File: config.mk
export PLATFORM = sky130hd
export DESIGN_NAME = ysyx_22041071_axi_r_arb
export DESIGN_NICKNAME = d
export VERILOG_FILES = /design/src/rtl/ysyx_22041071_axi_r_arb.sv
export SDC_FILE = /design/constraint.sdc
export NUM_CORES = 1
export LEC_CHECK = 0
export BUFFER_PORTS_ARGS = -buffer_cell sky130_fd_sc_hd__buf_2
export CAP_MARGIN = 20
export CORE_AREA = 2 2 146 148
export CTS_BUF_LIST = sky130_fd_sc_hd__clkbuf_8
export DETAILED_ROUTE_END_ITERATION = 6
export DIE_AREA = 0 0 148 150
export GPL_ROUTABILITY_DRIVEN = 0
export PLACE_DENSITY = 0.55
export SYNTH_ARGS = -nofsm -noshare
export SYNTH_HDL_FRONTEND = slang
export SYNTH_SLANG_ARGS = --single-unit
File: constraint.sdc
create_clock -name clk -period 3.7 [get_ports clk]
set_clock_uncertainty 0.1 [all_clocks]
set_input_delay 0.37 -clock clk [delete_from_list [all_inputs] [get_ports clk]]
set_output_delay 0.37 -clock clk [all_outputs]
set_load 0.02 [all_outputs]
File: src/rtl/ysyx_22041071_axi_r_arb.sv
// Two-requester AXI read arbiter (IFU port 0, LSU port 1) feeding one read master.
// Optional: define YSYX_22041071_ARB_RR_EN for round-robin; default is fixed LSU priority.
module ysyx_22041071_axi_r_arb #(
    parameter int ADDR_W = 64,
    parameter int DATA_W = 64,
    parameter int ID_W   = 4,
    parameter int LEN_W  = 8
) (
    input  logic              clk,
    input  logic              reset,
    input  logic [1:0]        s_ar_valid,
    output logic [1:0]        s_ar_ready,
    input  logic [ID_W-1:0]   s0_id,
    input  logic [ADDR_W-1:0] s0_addr,
    input  logic [LEN_W-1:0]  s0_len,
    input  logic [1:0]        s0_size,
    input  logic [ID_W-1:0]   s1_id,
    input  logic [ADDR_W-1:0] s1_addr,
    input  logic [LEN_W-1:0]  s1_len,
    input  logic [1:0]        s1_size,
    output logic [1:0]        s_r_valid,
    output logic [DATA_W-1:0] s_r_data,
    output logic [1:0]        s_r_resp,
    output logic              s_r_last,
    output logic              m_ar_valid,
    input  logic              m_ar_ready,
    output logic [ID_W-1:0]   m_id,
    output logic [ADDR_W-1:0] m_addr,
    output logic [LEN_W-1:0]  m_len,
    output logic [1:0]        m_size,
    input  logic              m_r_valid,
    input  logic [DATA_W-1:0] m_r_data,
    input  logic [1:0]        m_r_resp
);

    localparam logic [1:0] IDLE  = 2'd0;
    localparam logic [1:0] ISSUE = 2'd1;
    localparam logic [1:0] WAIT  = 2'd2;

    logic [1:0]       state;
    logic             owner;
    logic [LEN_W-1:0] beat_cnt;
    logic             win;
    logic             accept;
    logic             beat;
    logic             last_beat;

`ifdef YSYX_22041071_ARB_RR_EN
    logic rr_last;

    // Round-robin pick: on a tie the port that did not win last time goes
    always_comb begin
        win = s_ar_valid[1];
        if (&s_ar_valid) begin
            win = ~rr_last;
        end
    end
`else
    // Fixed pick: LSU wins whenever it is requesting
    always_comb begin
        win = s_ar_valid[1];
    end
`endif

    // Handshake and beat routing; everything is forced low while reset is held
    always_comb begin
        accept     = (state == IDLE) && (|s_ar_valid) && !reset;
        beat       = (state == WAIT) && m_r_valid && !reset;
        last_beat  = beat && (beat_cnt == m_len);
        s_ar_ready = 2'b00;
        if (accept) begin
            s_ar_ready = win ? 2'b10 : 2'b01;
        end
        s_r_valid = 2'b00;
        s_r_data  = '0;
        s_r_resp  = 2'b00;
        if (beat) begin
            s_r_valid = owner ? 2'b10 : 2'b01;
            s_r_data  = m_r_data;
            s_r_resp  = m_r_resp;
        end
        s_r_last   = last_beat;
        m_ar_valid = (state == ISSUE) && !reset;
    end

    // Burst sequencing; request fields stay latched until the next accept
    always_ff @(posedge clk) begin
        if (reset) begin
            state    <= IDLE;
            owner    <= 1'b0;
            beat_cnt <= '0;
            m_id     <= '0;
            m_addr   <= '0;
            m_len    <= '0;
            m_size   <= 2'b00;
        end else begin
            case (state)
                IDLE: begin
                    if (accept) begin
                        owner    <= win;
                        beat_cnt <= '0;
                        m_id     <= win ? s1_id   : s0_id;
                        m_addr   <= win ? s1_addr : s0_addr;
                        m_len    <= win ? s1_len  : s0_len;
                        m_size   <= win ? s1_size : s0_size;
                        state    <= ISSUE;
                    end
                end
                ISSUE: begin
                    if (m_ar_ready) begin
                        state <= WAIT;
                    end
                end
                WAIT: begin
                    if (beat) begin
                        beat_cnt <= beat_cnt + 1'b1;
                        if (last_beat) begin
                            state <= IDLE;
                        end
                    end
                end
                default: state <= IDLE;
            endcase
        end
    end

`ifdef YSYX_22041071_ARB_RR_EN
    // Remember the owner of each completed burst for the next tie
    always_ff @(posedge clk) begin
        if (reset) begin
            rr_last <= 1'b1;
        end else if (last_beat) begin
            rr_last <= owner;
        end
    end
`endif

endmodule

# Word level (Yosys, flattened, before mapping)
# Cells that the tools add are included.
[totals]
output_inout_bits = 150
elab_cells = 46
inputBits = 228
regBits = 89
[classes]
n_mux = 18
add_sub_neg = 1
eq_ne = 7
n_reduce_logical = 13
[op_table]
columns = ["operator", "n"]
rows = [
  ["2-to-1 mux 64 bit", 2],
  ["2-to-1 mux 8 bit", 3],
  ["2-to-1 mux 2 bit", 10],
  ["one-hot mux 8 bit (2 select lines)", 1],
  ["adder 8 x 1 -> 8 bit, second input constant", 1],
  ["equality test 8 bit", 1],
  ["!= test 2 bit, second input constant", 4],
  ["logical AND 1 bit", 6],
  ["one-hot mux 2 bit (3 select lines)", 1],
  ["2-to-1 mux 4 bit", 1],
  ["AND reduction 4 bit", 1],
  ["AND reduction 3 bit", 1],
  ["equality test 2 x 1 -> 1 bit, second input constant", 1],
  ["equality test 2 bit, second input constant", 1],
  ["logical NOT 2 bit", 1],
  ["AND reduction 2 bit", 1],
  ["nonzero test 2 bit", 1],
  ["OR reduction 2 bit", 1],
  ["logical NOT 1 bit", 1],
]

# Longest topological paths before layout
# Gate-level depths: netlist of the first run.
[depth]
word_depth = 7
ltp_mapped = 7
depth_no_buf = 4

# Worst setup path after synthesis of the first run
# Ideal clock, no wire load.
[synth_timing]
path_type = "reg-to-output"
startpoint = "register state[1]"
endpoint = "output port s_r_valid[0]"
slack_ns = 1.774
t_required_ns = 3.230
path_buffers = 3
arrival_ns = 1.456
stages_incl_launch_ff = 6
cell_sequence = "dfxtp_1 -> buf_4 -> nor4bb_1 -> clkbuf_1 -> clkbuf_1 -> nor2b_1"
[synth_between]
elab_chain_cells = 4
[synth_rtl]
columns = ["element", "line", "text"]
rows = [
  ["start: declaration", "40", "logic [1:0] state;"],
  ["start signal: assignment", "89", "state <= IDLE;"],
  ["start signal: assignment", "106", "state <= ISSUE;"],
  ["start signal: assignment", "111", "state <= WAIT;"],
  ["equality test 2 bit", "68", "beat = (state == WAIT) && m_r_valid && !reset;"],
  ["logical AND 1 bit (2 in series)", "68", ""],
  ["2-to-1 mux 2 bit", "77", "if (beat) begin"],
  ["end: declaration", "21", "output logic [1:0] s_r_valid,"],
]
# No other way between the ends.

# Final worst setup path of the first run
[layout_timing]
startpoint = "register state[1]"
endpoint = "output port s_r_last"
[layout_between]
elab_chain_cells = 4
[layout_rtl]
columns = ["element", "line", "text"]
rows = [
  ["equality test 2 bit", "68", ""],
  ["logical AND 1 bit (2 in series)", "68", ""],
  ["logical AND 1 bit", "69", "last_beat = beat && (beat_cnt == m_len);"],
  ["end: declaration", "24", "output logic s_r_last,"],
]
# No other way between the ends.

==> results.py, run 1 <==
metrics = {
    "status": {
        "status": "complete, no violations",
    },
    "synth": {
        "ys_seq_area_share_pct": 40.4,
        "synth_top_area_cell": "dfxtp_1",
        "yosys-top-cells-area": "dfxtp_1, mux2i_1, a211oi_1",
        "synthTopCellsByCount": "dfxtp_1, nor2_1, and2_1",
        "syn_inst": 489,
        "syn_nets": 718,
        "avgSynthCellArea_sq_um": 9.02,
        "yosysUniqueCellTypes": 36,
        "synth-edff-count": 0,
        "synth_top_area_share_pct": 40.4,
        "synth_most_common_cell": "dfxtp_1",
        "synth_seq_cells": 89,
        "yosysWarnings": 0,
        "synth_area_sq_um": 4410,
        "async_reset_ff_share_pct": 0,
        "synth_ff_type": "dfxtp_1",
    },
    "worst_setup_path": {
        "critPathCaptureType": "primary output",
        "cpPeakStageDelay_ns": 0.63,
        "path_class": "reg2out",
        "path_max_fanout": 71,
        "crit_slowest_cell": "dfxtp_1",
        "crit_chain": "nor4bb_4 > buf_4 > nand3_1 > nor2_1 > buf_2",
        "critPathArrivalTime_ns": 2.20,
        "crit_family": "buffers and inverters",
        "critPathRequiredTime_ns": 3.23,
        "startpoint_type": "register",
        "worst-path-buf-inv": 2,
    },
    "sta": {
        "fmax_mhz": 375,
        "post-route-period-util_pct": 72.1,
        "tightest_slew_ns": 1.06,
        "maxSlewViolCount": 0,
        "hold_viol": 0,
        "max-slew-margin-rel_pct": 28.9,
        "rsz0062_at_grt": "false",
        "whs_ns": 0.147,
        "fin_crit_ns": 2.67,
        "tns_ns": 0,
        "setup_violations": 0,
    },
    "placed_design": {
        "dpl_cell_area_sq_um": 6550,
        "port_buffers": 377,
        "dp_hpwl_um": 12900,
    },
    "pwr": {
        "ir_drop_mv": 0.190,
        "switchingPower_uw": 1540,
        "p_leak_uw": 0.00360,
        "p_clk_share_pct": 18.6,
        "swShare_pct": 42.0,
        "comb_power_share_pct": 43.5,
        "power.density_nw_per_um2": 545,
        "p_int_uw": 2130,
        "seqPwrFrac_pct": 37.9,
    },
    "global_route": {
        "antenna_found_initial": 0,
        "grt_usage_pct": 14.0,
        "grt_remaining_overflow": 0,
        "grt_max_degree": 72,
        "grt_pass1_wl_um": 24100,
        "grt_pass1_vias": 4613,
    },
    "cells_and_area": {
        "num_antenna_cells": 0,
        "drive_gt1_share_pct": 48.2,
        "layout.nets": 1072,
        "area_delta_synth_final_pct": 53.1,
        "final_area_sq_um": 6750,
    },
    "cts": {
        "postCtsHoldBufs": 0,
        "htree_levels": 3,
        "ctsResizeCount": 0,
        "cts_made_buffers": 9,
        "clockBufferDepth": 2,
        "cts.sinks": 89,
        "cts_tree": "built",
        "clkTransAtPathRegs_ns": 0.09,
        "ctsRootBufferMaster": "clkbuf_8",
        "clk_latency_ns": 0.36,
        "cts_setup_buffers": 0,
    },
    "route": {
        "drt_pass1_iterations": 4,
        "vias": 4837,
        "ant_nets": 0,
        "drt-wirelength-per-cell_um": 14.6,
        "drt_iter0_drc": 174,
        "drcViolationCount": 0,
        "routed_wl_um": 16400,
        "vias_per_cell": 4.31,
    },
    "die": {
        "start_util_pct": 21.3,
        "dieHeight_um": 150,
        "die_w_um": 148,
        "core_area_sq_um": 20700,
        "dieArea_sq_um": 22200,
        "num_io_pins": 378,
        "row_count": 53,
    },
    "run": {
        "maxCapViolations": 0,
    },
    "worst_hold_path": {
        "hp-class": "in2reg",
    },
}
==> cells in the final DEF (no fill, tap or decap), types with 2 or more instances in the layout <==
master | netlist | layout
or3_1 | 2 | 2
a22oi_1 | 2 | 2
nor2_1 | 81 | 81
or4_1 | 4 | 4
clkinvlp_4 | 0 | 2
buf_2 | 21 | 375
nand4_1 | 2 | 2
a211oi_1 | 66 | 66
mux2i_1 | 67 | 67
a222oi_1 | 11 | 11
xnor2_1 | 4 | 4
dfxtp_1 | 89 | 89
nor2b_1 | 2 | 2
xor2_1 | 4 | 4
inv_1 | 4 | 5
nor3_1 | 3 | 3
buf_4 | 2 | 11
nor4_1 | 3 | 2
nand3_1 | 3 | 3
clkbuf_8 | 0 | 9
o21ai_0 | 3 | 3
a41o_1 | 2 | 2
o211ai_1 | 3 | 3
and2_1 | 68 | 68
a21oi_1 | 4 | 4
or2_2 | 2 | 2
nand2_1 | 7 | 7
==> kinds of logic after synthesis <==
logic type	count (synthesis)	synth area share (%)
AND/OR/NAND/NOR	182	21.1
adder cells (fa/ha/maj)	1	0.284
buffers and inverters	48	5.02
multiplexers	67	15.2
XOR/XNOR	8	1.59
AO/OA/AOI/OAI	94	16.3
flip-flops	89	40.4
==> final cells by class <==
type | instances | area (sq um)
clock inverters | 7 | 71.3
fillers | 2226 | 13900
clock buffers | 9 | 124
flip-flops and latches | 89 | 1780
repair buffers | 387 | 1980
multi-input cells | 352 | 2430
well taps | 275 | 344
inverters | 4 | 15.0
==> power groups by stage <==
stage | Clock (uW) | Combinational [uW] | Sequential (uW)
after floorplan | 0 | 743 | 1680
after global placement | 0 | 1620 | 1410
after detailed placement | 0 | 1630 | 1420
after CTS | 726 | 1630 | 1400
after global routing | 757 | 1770 | 1430
final | 684 | 1600 | 1390
==> worst reg2reg max path, cell delays in order, from the launching register on <==
cell and delay, ns:
dfxtp_1 0.63, nor4bb_4 0.28, buf_4 0.47, nand3_1 0.17
a41o_1 0.27, a41o_1 0.20
==> sequential cells by signal, indices dropped and copies added, names as in the netlist <==
register  count
beat_cnt      8
m_addr       64
m_id          4
m_len         8
m_size        2
owner         1
state         2
==> through the flow <==
step / worst slack [ns] / utilization, % / std cells / power [uW]
2_1_floorplan: 1.77 / - / 489 / 2430
3_3_place_gp: 1.16 / 31.7 / 1107 / 3030
3_5_place_dp: 1.18 / 31.7 / 1107 / 3040
4_1_cts: 0.949 / 32.6 / 1123 / 3750
5_1_grt: 0.753 / 32.6 / 1123 / 3960
6_report: 1.03 / 32.6 / 1123 / 3680
==> path summary, 6_finish.rpt <==
path	start	end	cells after the start	slack, ns
min reg2reg	owner	owner	1	0.39
max reg2reg	state[1]	state[1]	5	1.49
max	state[1]	s_r_last	5	1.03
min	s1_len[6]	m_len[6]	3	0.15
==> routing by layer <==
metal	track usage [%]	up-vias	part of all wire [%]
met3	3.87	13	7.6
met1	15.1	2137	39
met4	4.24	0	1.2
li1	-	2461	-
met5	0	-	0
met2	26.5	226	52
(Power assumes the default switching activity.)
==> run 2: changes to the inputs <==
ABC_AREA = 1   (was default)
CORE_AREA = 2 2 149 151   (was 2 2 146 148)
DIE_AREA = 0 0 151 153   (was 0 0 148 150)
clock period = 2.45 ns   (was 3.7 ns; I/O delays follow)
==> results.py, run 2 <==
metrics = {
    "placed_design": {
        "dp_hpwl_um": 15200,
        "port_buffers": 377,
        "place_inst": 1264,
    },
    "cells_and_area": {
        "regArea_sq_um": 1780,
        "fillers": 2383,
        "num_antenna_cells": 0,
        "max_flop_register": "m_addr",
        "reg_top3": "m_addr: 64 flops, beat_cnt: 8 flops, m_len: 8 flops",
        "layout_commonest_cell": "buf_2",
        "mostFrequentLayoutCells": "buf_2, nand2_1, dfxtp_1, inv_1, nor2_1",
        "largest_reg_flops": 64,
        "instances_no_fill": 1323,
        "drive_gt1_share_pct": 41.1,
        "layout.nets": 1267,
        "area_delta_synth_final_pct": 63.8,
        "multiInputGateArea_sq_um": 2020,
    },
    "synth": {
        "synth_top_area_cell": "dfxtp_1",
        "synth_seq_cells": 89,
        "yosys-top-cells-area": "dfxtp_1, nand2_1, a22oi_1",
        "ys_seq_area_share_pct": 41.0,
        "avgSynthCellArea_sq_um": 6.84,
        "async_reset_ff_share_pct": 0,
        "synth_area_sq_um": 4350,
        "synth-edff-count": 0,
        "syn_inst": 636,
        "synthTopCellsByCount": "nand2_1, dfxtp_1, inv_1",
        "yosysWarnings": 0,
        "synth_ff_type": "dfxtp_1",
        "syn_nets": 865,
        "yosysUniqueCellTypes": 29,
        "synth_top_area_share_pct": 41.0,
        "synth_most_common_cell": "nand2_1",
    },
    "die": {
        "start_util_pct": 20.2,
        "row_count": 54,
        "die_w_um": 151,
        "dieArea_sq_um": 23100,
        "num_io_pins": 378,
        "dieHeight_um": 153,
        "core_area_sq_um": 21500,
    },
    "route": {
        "ant_nets": 0,
        "routed_wl_um": 20400,
        "vias_per_cell": 4.28,
        "vias": 5668,
        "drt-wirelength-per-cell_um": 15.4,
        "drt_iter0_drc": 153,
        "drcViolationCount": 0,
        "drt_pass1_iterations": 4,
    },
    "global_route": {
        "grt_usage_pct": 16.8,
        "antenna_found_initial": 1,
        "grt_max_degree": 70,
        "grt_pass1_wl_um": 29800,
        "grt_remaining_overflow": 0,
        "grt_pass1_vias": 5547,
    },
    "pwr": {
        "power.density_nw_per_um2": 496,
        "p_total_uw": 3530,
        "ir_drop_mv": 0.195,
        "p_leak_uw": 0.00377,
    },
    "worst_hold_path": {
        "hold_start": "s0_addr[37]",
        "min_to": "m_addr[37]",
        "min_delay_path_depth": 3,
        "hp-class": "in2reg",
    },
    "cts": {
        "clk_latency_ns": 0.36,
        "htree_levels": 3,
        "cts_tree": "built",
        "clkTransAtPathRegs_ns": 0.10,
        "cts.sinks": 89,
        "clockBufferDepth": 2,
        "ctsRootBufferMaster": "clkbuf_8",
        "cts_made_buffers": 9,
    },
    "worst_setup_path": {
        "critPathArrivalTime_ns": 1.94,
        "reg2regPathDepth": 9,
        "critPathCaptureType": "primary output",
        "startpoint_type": "register",
        "path_max_fanout": 69,
        "r2r-start": "state[1]",
        "r2r-end": "m_addr[29]",
        "r2r_slack_ns": 0.21,
        "critPathRequiredTime_ns": 2.11,
        "path_class": "reg2out",
    },
    "sta": {
        "rsz0062_at_grt": "false",
        "tns_ns": 0,
        "fin_crit_ns": 2.28,
        "hold_viol": 0,
        "post-route-period-util_pct": 93.2,
        "tightest_slew_ns": 0.666,
        "maxSlewViolCount": 0,
        "fmax_mhz": 438,
        "max-slew-margin-rel_pct": 55.6,
        "setup_violations": 0,
    },
    "status": {
        "status": "complete, no violations",
    },
    "run": {
        "maxCapViolations": 0,
    },
}
## run 2: changes by cell type in the layout (fill, tap and decap cells not counted), sizes merged, moves of 43 or more
cell	before	now
dlygate4sd3	0	43
mux2i	67	0
and2	68	0
a211oi	66	0
a22oi	2	48
inv	6	92
a21oi	4	53
nand2	7	176
## run 2: critical path, cell delays in order (launching register included)
cell     delay (ns)
dfxtp_1        0.44
nand2_1        0.10
nor2_1         0.34
inv_6          0.26
nor2_1         0.23
buf_2          0.21
## run 2: cell families after synthesis
| family | Yosys count | share of synthesized area (%) |
|---|---|---|
| buffers and inverters | 131 | 12.5 |
| and+or+nand+nor | 271 | 24.6 |
| xor gates and xnor gates | 2 | 0.403 |
| AOI/OAI and AO/OA | 142 | 21.2 |
| DFF | 89 | 41.0 |
| adders and majority gates | 1 | 0.288 |
## run 2: stage by stage
stage / hold WS [ns] / worst slack [ns] / util [%] / cell area (sq um)
final: 0.0277 / 0.168 / 33.2 / 7120
after global placement: 0.335 / 0.303 / 30.2 / 6490
after global routing: 0.00393 / 0.00259 / 33.2 / 7120
after detailed placement: 0.334 / 0.283 / 30.2 / 6490
after floorplan: 0.267 / 0.760 / - / 4350
after CTS: 0.000283 / 0.0615 / 33.1 / 7110
## run 2: area by class of cell
type	count	share of cell area, %
repair buffers	431	34.1
multi-input cells	416	28.4
flip-flops and latches	89	25.0
well taps	280	4.92
inverters	91	4.87
clock buffers	12	2.32
clock inverters	4	0.386
## run 2: worst max path at each step
stage             start      endpoint  slack (ns)
2_1_floorplan  state[1]  s_r_data[54]        0.76
5_1_grt        state[1]  s_r_data[54]       0.003
4_1_cts        state[1]    m_addr[29]        0.06
3_5_place_dp      reset  s_r_data[54]        0.28
6_report       state[1]  s_r_data[54]        0.17
3_3_place_gp      reset  s_r_data[54]        0.30
## run 2: what timing repair did
action | 4_1_cts | 5_1_grt
hold buffers | 42 | 1
endpoints found under the setup margin | 34 | 5
hold endpoints to repair | 41 | 1
setup buffers | 0 | 0
resized for setup | 1 | 2
## run 2: per-layer routing
layer / GRT usage [%] / wire (um) / vias up
met4: 7.52 / 790 / 2
met3: 4.99 / 1690 / 28
met5: 0 / 13 / -
met1: 17.2 / 7570 / 2569
met2: 30.9 / 10300 / 244
li1: - / - / 2825
## run 2: power breakdown
| group | leakage, uW | internal (uW) | switching (uW) |
|---|---|---|---|
| Sequential | 0.000727 | 1540 | 55.5 |
| Clock | 0.0000960 | 452 | 582 |
| Combinational | 0.00295 | 378 | 524 |
